===== src/rtl/mips_pipe_controller_if.sv =====
// Bundle of Decode inputs and stage control outputs between the IF/ID register,
// the hazard unit and the pipelined datapath.
interface mips_pipe_controller_if #(
  parameter int ALUCTRL_W = 3,
  parameter int CNT_W     = 32
);
  logic [5:0]           OpcodeD;
  logic [5:0]           FunctD;
  logic                 ValidD;
  logic                 FlushE;
  logic                 BranchD;
  logic                 BranchNeD;
  logic                 JumpD;
  logic                 IllegalD;
  logic                 RegWriteE;
  logic                 MemtoRegE;
  logic                 MemWriteE;
  logic                 ALUSrcE;
  logic                 RegDstE;
  logic [ALUCTRL_W-1:0] ALUControlE;
  logic                 RegWriteM;
  logic                 MemtoRegM;
  logic                 MemWriteM;
  logic                 RegWriteW;
  logic                 MemtoRegW;
  logic                 ValidW;
  logic                 IllegalW;
  logic [CNT_W-1:0]     RetireCount;

  modport master (
    output OpcodeD, FunctD, ValidD, FlushE,
    input  BranchD, BranchNeD, JumpD, IllegalD,
    input  RegWriteE, MemtoRegE, MemWriteE, ALUSrcE, RegDstE, ALUControlE,
    input  RegWriteM, MemtoRegM, MemWriteM,
    input  RegWriteW, MemtoRegW, ValidW, IllegalW, RetireCount
  );

  modport slave (
    input  OpcodeD, FunctD, ValidD, FlushE,
    output BranchD, BranchNeD, JumpD, IllegalD,
    output RegWriteE, MemtoRegE, MemWriteE, ALUSrcE, RegDstE, ALUControlE,
    output RegWriteM, MemtoRegM, MemWriteM,
    output RegWriteW, MemtoRegW, ValidW, IllegalW, RetireCount
  );
endinterface


===== src/rtl/mips_pipe_controller.sv =====
// Pipelined MIPS control: Decode-stage decoder plus E/M/W control registers and a
// retired-instruction counter. Define MIPS_PIPE_CTRL_EXT_OPS_EN to add bne/andi/ori/slti.
module mips_pipe_controller #(
  parameter int ALUCTRL_W = 3,
  parameter int CNT_W     = 32
) (
  input  logic                  clk,
  input  logic                  reset,
  mips_pipe_controller_if.slave bus
);

  typedef struct packed {
    logic                 valid;
    logic                 illegal;
    logic                 reg_write;
    logic                 mem_to_reg;
    logic                 mem_write;
    logic                 alu_src;
    logic                 reg_dst;
    logic [ALUCTRL_W-1:0] alu_ctrl;
  } e_ctrl_t;

  typedef struct packed {
    logic valid;
    logic illegal;
    logic reg_write;
    logic mem_to_reg;
    logic mem_write;
  } m_ctrl_t;

  typedef struct packed {
    logic valid;
    logic illegal;
    logic reg_write;
    logic mem_to_reg;
  } w_ctrl_t;

  e_ctrl_t          dec;
  e_ctrl_t          e_q;
  m_ctrl_t          m_q;
  w_ctrl_t          w_q;
  logic             branch;
  logic             branch_ne;
  logic             jump;
  logic             legal;
  logic [2:0]       alu3;
  logic [CNT_W-1:0] retire_q;

  always_comb begin
    dec       = '0;
    branch    = 1'b0;
    branch_ne = 1'b0;
    jump      = 1'b0;
    legal     = 1'b1;
    alu3      = 3'b000;
    case (bus.OpcodeD)
      6'b000000: begin
        dec.reg_write = 1'b1;
        dec.reg_dst   = 1'b1;
        case (bus.FunctD)
          6'b100000: alu3 = 3'b010;
          6'b100010: alu3 = 3'b110;
          6'b100100: alu3 = 3'b000;
          6'b100101: alu3 = 3'b001;
          6'b101010: alu3 = 3'b111;
          default:   legal = 1'b0;
        endcase
      end
      6'b100011: begin
        dec.reg_write  = 1'b1;
        dec.alu_src    = 1'b1;
        dec.mem_to_reg = 1'b1;
        alu3           = 3'b010;
      end
      6'b101011: begin
        dec.mem_write = 1'b1;
        dec.alu_src   = 1'b1;
        alu3          = 3'b010;
      end
      6'b000100: begin
        branch = 1'b1;
        alu3   = 3'b110;
      end
      6'b001000: begin
        dec.reg_write = 1'b1;
        dec.alu_src   = 1'b1;
        alu3          = 3'b010;
      end
      6'b000010: jump = 1'b1;
`ifdef MIPS_PIPE_CTRL_EXT_OPS_EN
      6'b000101: begin
        branch_ne = 1'b1;
        alu3      = 3'b110;
      end
      6'b001100: begin
        dec.reg_write = 1'b1;
        dec.alu_src   = 1'b1;
        alu3          = 3'b000;
      end
      6'b001101: begin
        dec.reg_write = 1'b1;
        dec.alu_src   = 1'b1;
        alu3          = 3'b001;
      end
      6'b001010: begin
        dec.reg_write = 1'b1;
        dec.alu_src   = 1'b1;
        alu3          = 3'b111;
      end
`endif
      default: legal = 1'b0;
    endcase
    dec.alu_ctrl = ALUCTRL_W'(alu3);
    // Illegal instructions still travel down the pipe, but with no side effects.
    if (!legal) begin
      dec       = '0;
      branch    = 1'b0;
      branch_ne = 1'b0;
      jump      = 1'b0;
    end
    dec.illegal = !legal;
    dec.valid   = 1'b1;
    if (!bus.ValidD) begin
      dec       = '0;
      branch    = 1'b0;
      branch_ne = 1'b0;
      jump      = 1'b0;
    end
  end

  always_ff @(posedge clk) begin
    if (reset) begin
      e_q      <= '0;
      m_q      <= '0;
      w_q      <= '0;
      retire_q <= '0;
    end else begin
      e_q <= bus.FlushE ? '0 : dec;
      m_q <= '{valid: e_q.valid, illegal: e_q.illegal, reg_write: e_q.reg_write,
               mem_to_reg: e_q.mem_to_reg, mem_write: e_q.mem_write};
      w_q <= '{valid: m_q.valid, illegal: m_q.illegal, reg_write: m_q.reg_write,
               mem_to_reg: m_q.mem_to_reg};
      if (w_q.valid && !w_q.illegal) begin
        retire_q <= retire_q + CNT_W'(1);
      end
    end
  end

  assign bus.BranchD     = branch;
  assign bus.BranchNeD   = branch_ne;
  assign bus.JumpD       = jump;
  assign bus.IllegalD    = dec.illegal;
  assign bus.RegWriteE   = e_q.reg_write;
  assign bus.MemtoRegE   = e_q.mem_to_reg;
  assign bus.MemWriteE   = e_q.mem_write;
  assign bus.ALUSrcE     = e_q.alu_src;
  assign bus.RegDstE     = e_q.reg_dst;
  assign bus.ALUControlE = e_q.alu_ctrl;
  assign bus.RegWriteM   = m_q.reg_write;
  assign bus.MemtoRegM   = m_q.mem_to_reg;
  assign bus.MemWriteM   = m_q.mem_write;
  assign bus.RegWriteW   = w_q.reg_write;
  assign bus.MemtoRegW   = w_q.mem_to_reg;
  assign bus.ValidW      = w_q.valid;
  assign bus.IllegalW    = w_q.illegal;
  assign bus.RetireCount = retire_q;

endmodule


===== src/flat_wrapper.sv =====
// flat-port wrapper written by rule: the top's interface ports become plain ports
module mips_pipe_controller_flat 
#(
  parameter int ALUCTRL_W = 3,
  parameter int CNT_W     = 32
)
  (clk, reset, bus_OpcodeD, bus_FunctD, bus_ValidD, bus_FlushE, bus_BranchD, bus_BranchNeD, bus_JumpD, bus_IllegalD, bus_RegWriteE, bus_MemtoRegE, bus_MemWriteE, bus_ALUSrcE, bus_RegDstE, bus_ALUControlE, bus_RegWriteM, bus_MemtoRegM, bus_MemWriteM, bus_RegWriteW, bus_MemtoRegW, bus_ValidW, bus_IllegalW, bus_RetireCount);
  mips_pipe_controller_if #(.ALUCTRL_W(ALUCTRL_W), .CNT_W(CNT_W)) bus_i ();
  input  logic clk;
  input  logic reset;
  input wire logic [$bits(bus_i.OpcodeD)-1:0] bus_OpcodeD;
  input wire logic [$bits(bus_i.FunctD)-1:0] bus_FunctD;
  input wire logic [$bits(bus_i.ValidD)-1:0] bus_ValidD;
  input wire logic [$bits(bus_i.FlushE)-1:0] bus_FlushE;
  output wire logic [$bits(bus_i.BranchD)-1:0] bus_BranchD;
  output wire logic [$bits(bus_i.BranchNeD)-1:0] bus_BranchNeD;
  output wire logic [$bits(bus_i.JumpD)-1:0] bus_JumpD;
  output wire logic [$bits(bus_i.IllegalD)-1:0] bus_IllegalD;
  output wire logic [$bits(bus_i.RegWriteE)-1:0] bus_RegWriteE;
  output wire logic [$bits(bus_i.MemtoRegE)-1:0] bus_MemtoRegE;
  output wire logic [$bits(bus_i.MemWriteE)-1:0] bus_MemWriteE;
  output wire logic [$bits(bus_i.ALUSrcE)-1:0] bus_ALUSrcE;
  output wire logic [$bits(bus_i.RegDstE)-1:0] bus_RegDstE;
  output wire logic [$bits(bus_i.ALUControlE)-1:0] bus_ALUControlE;
  output wire logic [$bits(bus_i.RegWriteM)-1:0] bus_RegWriteM;
  output wire logic [$bits(bus_i.MemtoRegM)-1:0] bus_MemtoRegM;
  output wire logic [$bits(bus_i.MemWriteM)-1:0] bus_MemWriteM;
  output wire logic [$bits(bus_i.RegWriteW)-1:0] bus_RegWriteW;
  output wire logic [$bits(bus_i.MemtoRegW)-1:0] bus_MemtoRegW;
  output wire logic [$bits(bus_i.ValidW)-1:0] bus_ValidW;
  output wire logic [$bits(bus_i.IllegalW)-1:0] bus_IllegalW;
  output wire logic [$bits(bus_i.RetireCount)-1:0] bus_RetireCount;
  assign bus_i.OpcodeD = bus_OpcodeD;
  assign bus_i.FunctD = bus_FunctD;
  assign bus_i.ValidD = bus_ValidD;
  assign bus_i.FlushE = bus_FlushE;
  assign bus_BranchD = bus_i.BranchD;
  assign bus_BranchNeD = bus_i.BranchNeD;
  assign bus_JumpD = bus_i.JumpD;
  assign bus_IllegalD = bus_i.IllegalD;
  assign bus_RegWriteE = bus_i.RegWriteE;
  assign bus_MemtoRegE = bus_i.MemtoRegE;
  assign bus_MemWriteE = bus_i.MemWriteE;
  assign bus_ALUSrcE = bus_i.ALUSrcE;
  assign bus_RegDstE = bus_i.RegDstE;
  assign bus_ALUControlE = bus_i.ALUControlE;
  assign bus_RegWriteM = bus_i.RegWriteM;
  assign bus_MemtoRegM = bus_i.MemtoRegM;
  assign bus_MemWriteM = bus_i.MemWriteM;
  assign bus_RegWriteW = bus_i.RegWriteW;
  assign bus_MemtoRegW = bus_i.MemtoRegW;
  assign bus_ValidW = bus_i.ValidW;
  assign bus_IllegalW = bus_i.IllegalW;
  assign bus_RetireCount = bus_i.RetireCount;
  mips_pipe_controller #(.ALUCTRL_W(ALUCTRL_W), .CNT_W(CNT_W)) u_core (.clk(clk), .reset(reset), .bus(bus_i));
endmodule

===== config.mk =====
export PLATFORM = sky130hd
export DESIGN_NAME = mips_pipe_controller_flat
export DESIGN_NICKNAME = d
export VERILOG_FILES = /design/src/rtl/mips_pipe_controller_if.sv /design/src/rtl/mips_pipe_controller.sv /design/src/flat_wrapper.sv
export SDC_FILE = /design/constraint.sdc
export NUM_CORES = 1
export LEC_CHECK = 0
export BUFFER_PORTS_ARGS = -buffer_cell sky130_fd_sc_hd__buf_4
export CORE_UTILIZATION = 51
export DETAILED_ROUTE_END_ITERATION = 8
export GPL_TIMING_DRIVEN = 0
export HOLD_SLACK_MARGIN = 0.02
export PLACE_DENSITY = 0.81
export SETUP_SLACK_MARGIN = 0.15
export SLEW_MARGIN = 20
export SYNTH_ARGS = -nofsm -noshare
export SYNTH_HDL_FRONTEND = slang
export SYNTH_SLANG_ARGS = --single-unit
export TNS_END_PERCENT = 5

===== constraint.sdc =====
create_clock -name clk -period 3 [get_ports clk]
set_clock_uncertainty 0.15 [all_clocks]
set_input_delay 0.9 -clock clk [delete_from_list [all_inputs] [get_ports clk]]
set_output_delay 0.9 -clock clk [all_outputs]
set_load 0.02 [all_outputs]

==> impl_results.md <==
* Status: finished with violations
* Failing checks: negative setup slack
* Int Pwr at 0.919 mW
* Kind of critical path: input pin to output pin
* Hold buffers post-CTS at 0
* Max_cap viols at 0
* Vias in the first global route at approximately 1.9k
* CP top delay family: simple AND/OR/NAND/NOR gates
* CP max-delay cell: or3_4
* DRT Wirelength at around 5100 microns
* Final #Nets at 339
* Seq pwr share at 57.5%
* Max-slew violation count at 0
* Num CTS Buffers at 5
* Psw at 0.264 mW
* LEAKAGE at around 1.1 nW
* Max FO, Critical Path at 5
* Pwr/cell area at 402 nW/um^2
* Placement Setup Slack at -0.274 ns
* Post-CTS Setup Repair Bufs at 0
* Buf/Inv on CP at 2
* Syn-to-layout area delta at 30.3%
* Comb pwr share at 5.7%
* Clock Sinks at 51
* H-tree Lvls at 2
* Synth Register Bits at 51
* Design Power at 1.18 mW
* 1st-pass router iterations at 4
* First-pass GRT wire length at 8450 microns
* Ys flop type: dfxtp_1
* Critical path, cell by cell: buf_8 -> or3_4 -> or3_4 -> o32ai_4 -> nor2_2 -> buf_6
* RSZ-0062 raised after global routing: true
* Post-synth EDFFs at 0
* Clock-pin transition on the worst setup and hold timing paths at about 0.10 ns
* Clk_lat worst skew at 0.31 ns
* Final setup vio count at 2
* Worst EP arrival at 2.12 ns
* Final core utilization at 71.5%
* Residual DRC at 0
* GRT Residual Overflow at 0
* Post-Synthesis Cells at 253
* Port Buffer Count at 62
* Vias/cell at between 5 and 6
* Fmax at 316 MHz
* Final min period at between 3 and 4 ns
* DR vias at around 2.1k
* Post-synth ARST share at 0%
* Synth unique cells at between 40 and 50
* Synth Area per Inst at about 8.9 sq um
* Drt initial violations at 146
* WL/cell at 13.7 microns
* Hold crit path type: register to register
* Period utilization at 106%
* Post-synthesis net count at 270
* CTS max path bufs at 2
* Synthesis warning total at 0
* CP Capture Type: output pin
* # rows at 23
* Largest net degree at the start of global routing at 16
* TritonCTS clock tree: yes
* Fin. Hold Viols at 0
* Initial antenna violation count at 0
* Most used cell, CP: or3_4
* Ports at 67
* Slew margin rel. at 66.3%
* Worst Path Required at 1.95 ns
* Slew @ Worst Pin at ~0.51 ns
* Clock root buffer: clkbuf_8
* Hpwl dp at 3700 microns
* Sequential area share after synthesis at approximately 45%
* Crit-path max cell delay at between 0.3 and 0.4 ns
* Die width at 68.5 microns
* Cell area after synthesis at 2260 sq um
* Routability Congestion at 0.854
* Initial core utilization at 54.8%
* Maximum VDD drop at approximately 0.00031 V
* Die H at 68.5 microns
* Layout cell share with drive strength beyond 1 at 28.8%
* Die footprint at approximately 4700 sq um
* Core ar. at 4120 sq um
* Total track usage at about 24%
* Fin worst setup slack at -0.167 ns
* Antenna-violating nets left at 0
* Sw Ratio at between 20% and 30%
* Diodes inserted at 0
* Clk pwr share at 36.8%
* Critical path launch point type: input pin
[cells in the final DEF, fill, tap and decap left out, types with 2 or more instances in the layout]
| cell | n |
|---|---|
| a21oi_1 | 19 |
| a31oi_1 | 4 |
| and3_1 | 5 |
| and4_1 | 2 |
| buf_2 | 3 |
| buf_4 | 63 |
| buf_6 | 4 |
| clkbuf_1 | 10 |
| clkbuf_8 | 7 |
| dfxtp_1 | 51 |
| inv_1 | 7 |
| mux2i_1 | 2 |
| nand2_1 | 9 |
| nand3_1 | 9 |
| nand4_1 | 8 |
| nor2_1 | 22 |
| nor2b_1 | 11 |
| nor3_1 | 7 |
| nor4_1 | 5 |
| o21ai_0 | 5 |
| o31ai_1 | 14 |
| or3_1 | 5 |
| or3_2 | 2 |
| or3_4 | 2 |
| or4_1 | 12 |
| or4_2 | 2 |
| xnor2_1 | 9 |
| xor2_1 | 4 |
[state kept, by name, indices dropped and copies added (netlist names), 2 cells and up]
register and count:
u_core.bus.RetireCount 32, u_core.e_q 2, u_core.bus.ALUControlE 3, u_core.m_q 2
[cells by family (layout without fill, tap and decap cells)]
kind of cell,count (synthesis),after routing,share of synthesized area [%]
compound gates,45,45,12.2
xor+xnor,13,13,5.04
fa+ha+maj,1,1,0.554
buf+inv,26,96,5.82
flops,51,51,45.2
mux,3,3,1.39
other cells,1,1,0.166
simple gates,113,113,29.6
[per-stage QoR]
step	instances	cell area (sq um)	TNS, ns	hold WS, ns
2_1_floorplan	253	2270	0	0.264
3_3_place_gp	365	2800	-0.329	0.271
3_5_place_dp	365	2800	-0.322	0.274
4_1_cts	373	2940	-0.170	0.300
5_1_grt	373	2940	-0.313	0.315
6_report	373	2940	-0.209	0.296
[area by class of cell]
| class | count | area (sq um) |
|---|---|---|
| fill | 327 | 1170 |
| multi-input combinational | 176 | 1140 |
| sequential | 51 | 1020 |
| timing repair buffer | 62 | 480 |
| buffer | 19 | 105 |
| clock buffer | 7 | 96.3 |
| tap | 50 | 62.6 |
| inverter | 7 | 26.3 |
| clock inverter | 1 | 7.51 |
[repair_timing]
item | in CTS | in global routing
hold endpoints to repair | 0 | 0
endpoints found under the setup margin | 2 | 2
resized for setup | 6 | 1
[Yosys cell counts, types with 2 or more instances]
cell type,count,area (sq um)
nor2b_1,11,68.8
o31ai_1,14,105
nand3_1,9,45.0
o21ai_0,5,25.0
mux2i_1,2,20.0
a31oi_1,4,25.0
or3_2,2,15.0
inv_1,7,26.3
or4_2,2,17.5
buf_4,4,30.0
nor4b_1,2,17.5
a21oi_1,19,95.1
nor3_1,7,35.0
nand2_1,9,33.8
or3_1,7,43.8
nor4_1,5,31.3
clkbuf_1,10,37.5
nand4_1,8,50.1
buf_2,3,15.0
xnor2_1,9,78.8
or4_1,12,90.1
and3_1,5,31.3
and4_1,2,17.5
buf_6,2,22.5
xor2_1,4,35.0
dfxtp_1,51,1020
nor2_1,23,86.3
[worst reg2reg max path, cell delays in order (launching register included)]
cell and delay [ns]:
dfxtp_1 0.43, ha_1 0.20, nand3b_1 0.23, or3_1 0.37, clkbuf_1 0.19, clkbuf_1 0.27
or3_1 0.39, a21oi_1 0.13
[power by group through the flow]
| stage | logic (mW) | registers (mW) | clock network [mW] |
|---|---|---|---|
| 2_1_floorplan | 0.0338 | 0.697 | 0 |
| 3_3_place_gp | 0.0612 | 0.696 | 0 |
| 3_5_place_dp | 0.0623 | 0.696 | 0 |
| 4_1_cts | 0.0669 | 0.681 | 0.436 |
| 5_1_grt | 0.0740 | 0.681 | 0.467 |
| 6_report | 0.0676 | 0.681 | 0.435 |
[metal layers]
layer,track usage (%),vias to the layer above,routed length [microns]
met5,0,-,0
met4,10.4,0,78
met3,4.44,7,262
met2,40.3,61,2490
met1,30.2,986,2270
li1,-,1058,-
[worst paths after layout]
kind                             start                          to  slack [ns]  depth (start not counted)
max                     bus_OpcodeD[5]                bus_IllegalD       -0.17                          6
min                      u_core.m_q[4]           u_core.bus.ValidW        0.30                          1
max reg2reg  u_core.bus.RetireCount[0]  u_core.bus.RetireCount[14]        0.57                          7
min reg2reg              u_core.m_q[4]           u_core.bus.ValidW        0.30                          1
No activity file was read; power rests on OpenSTA's default activity.
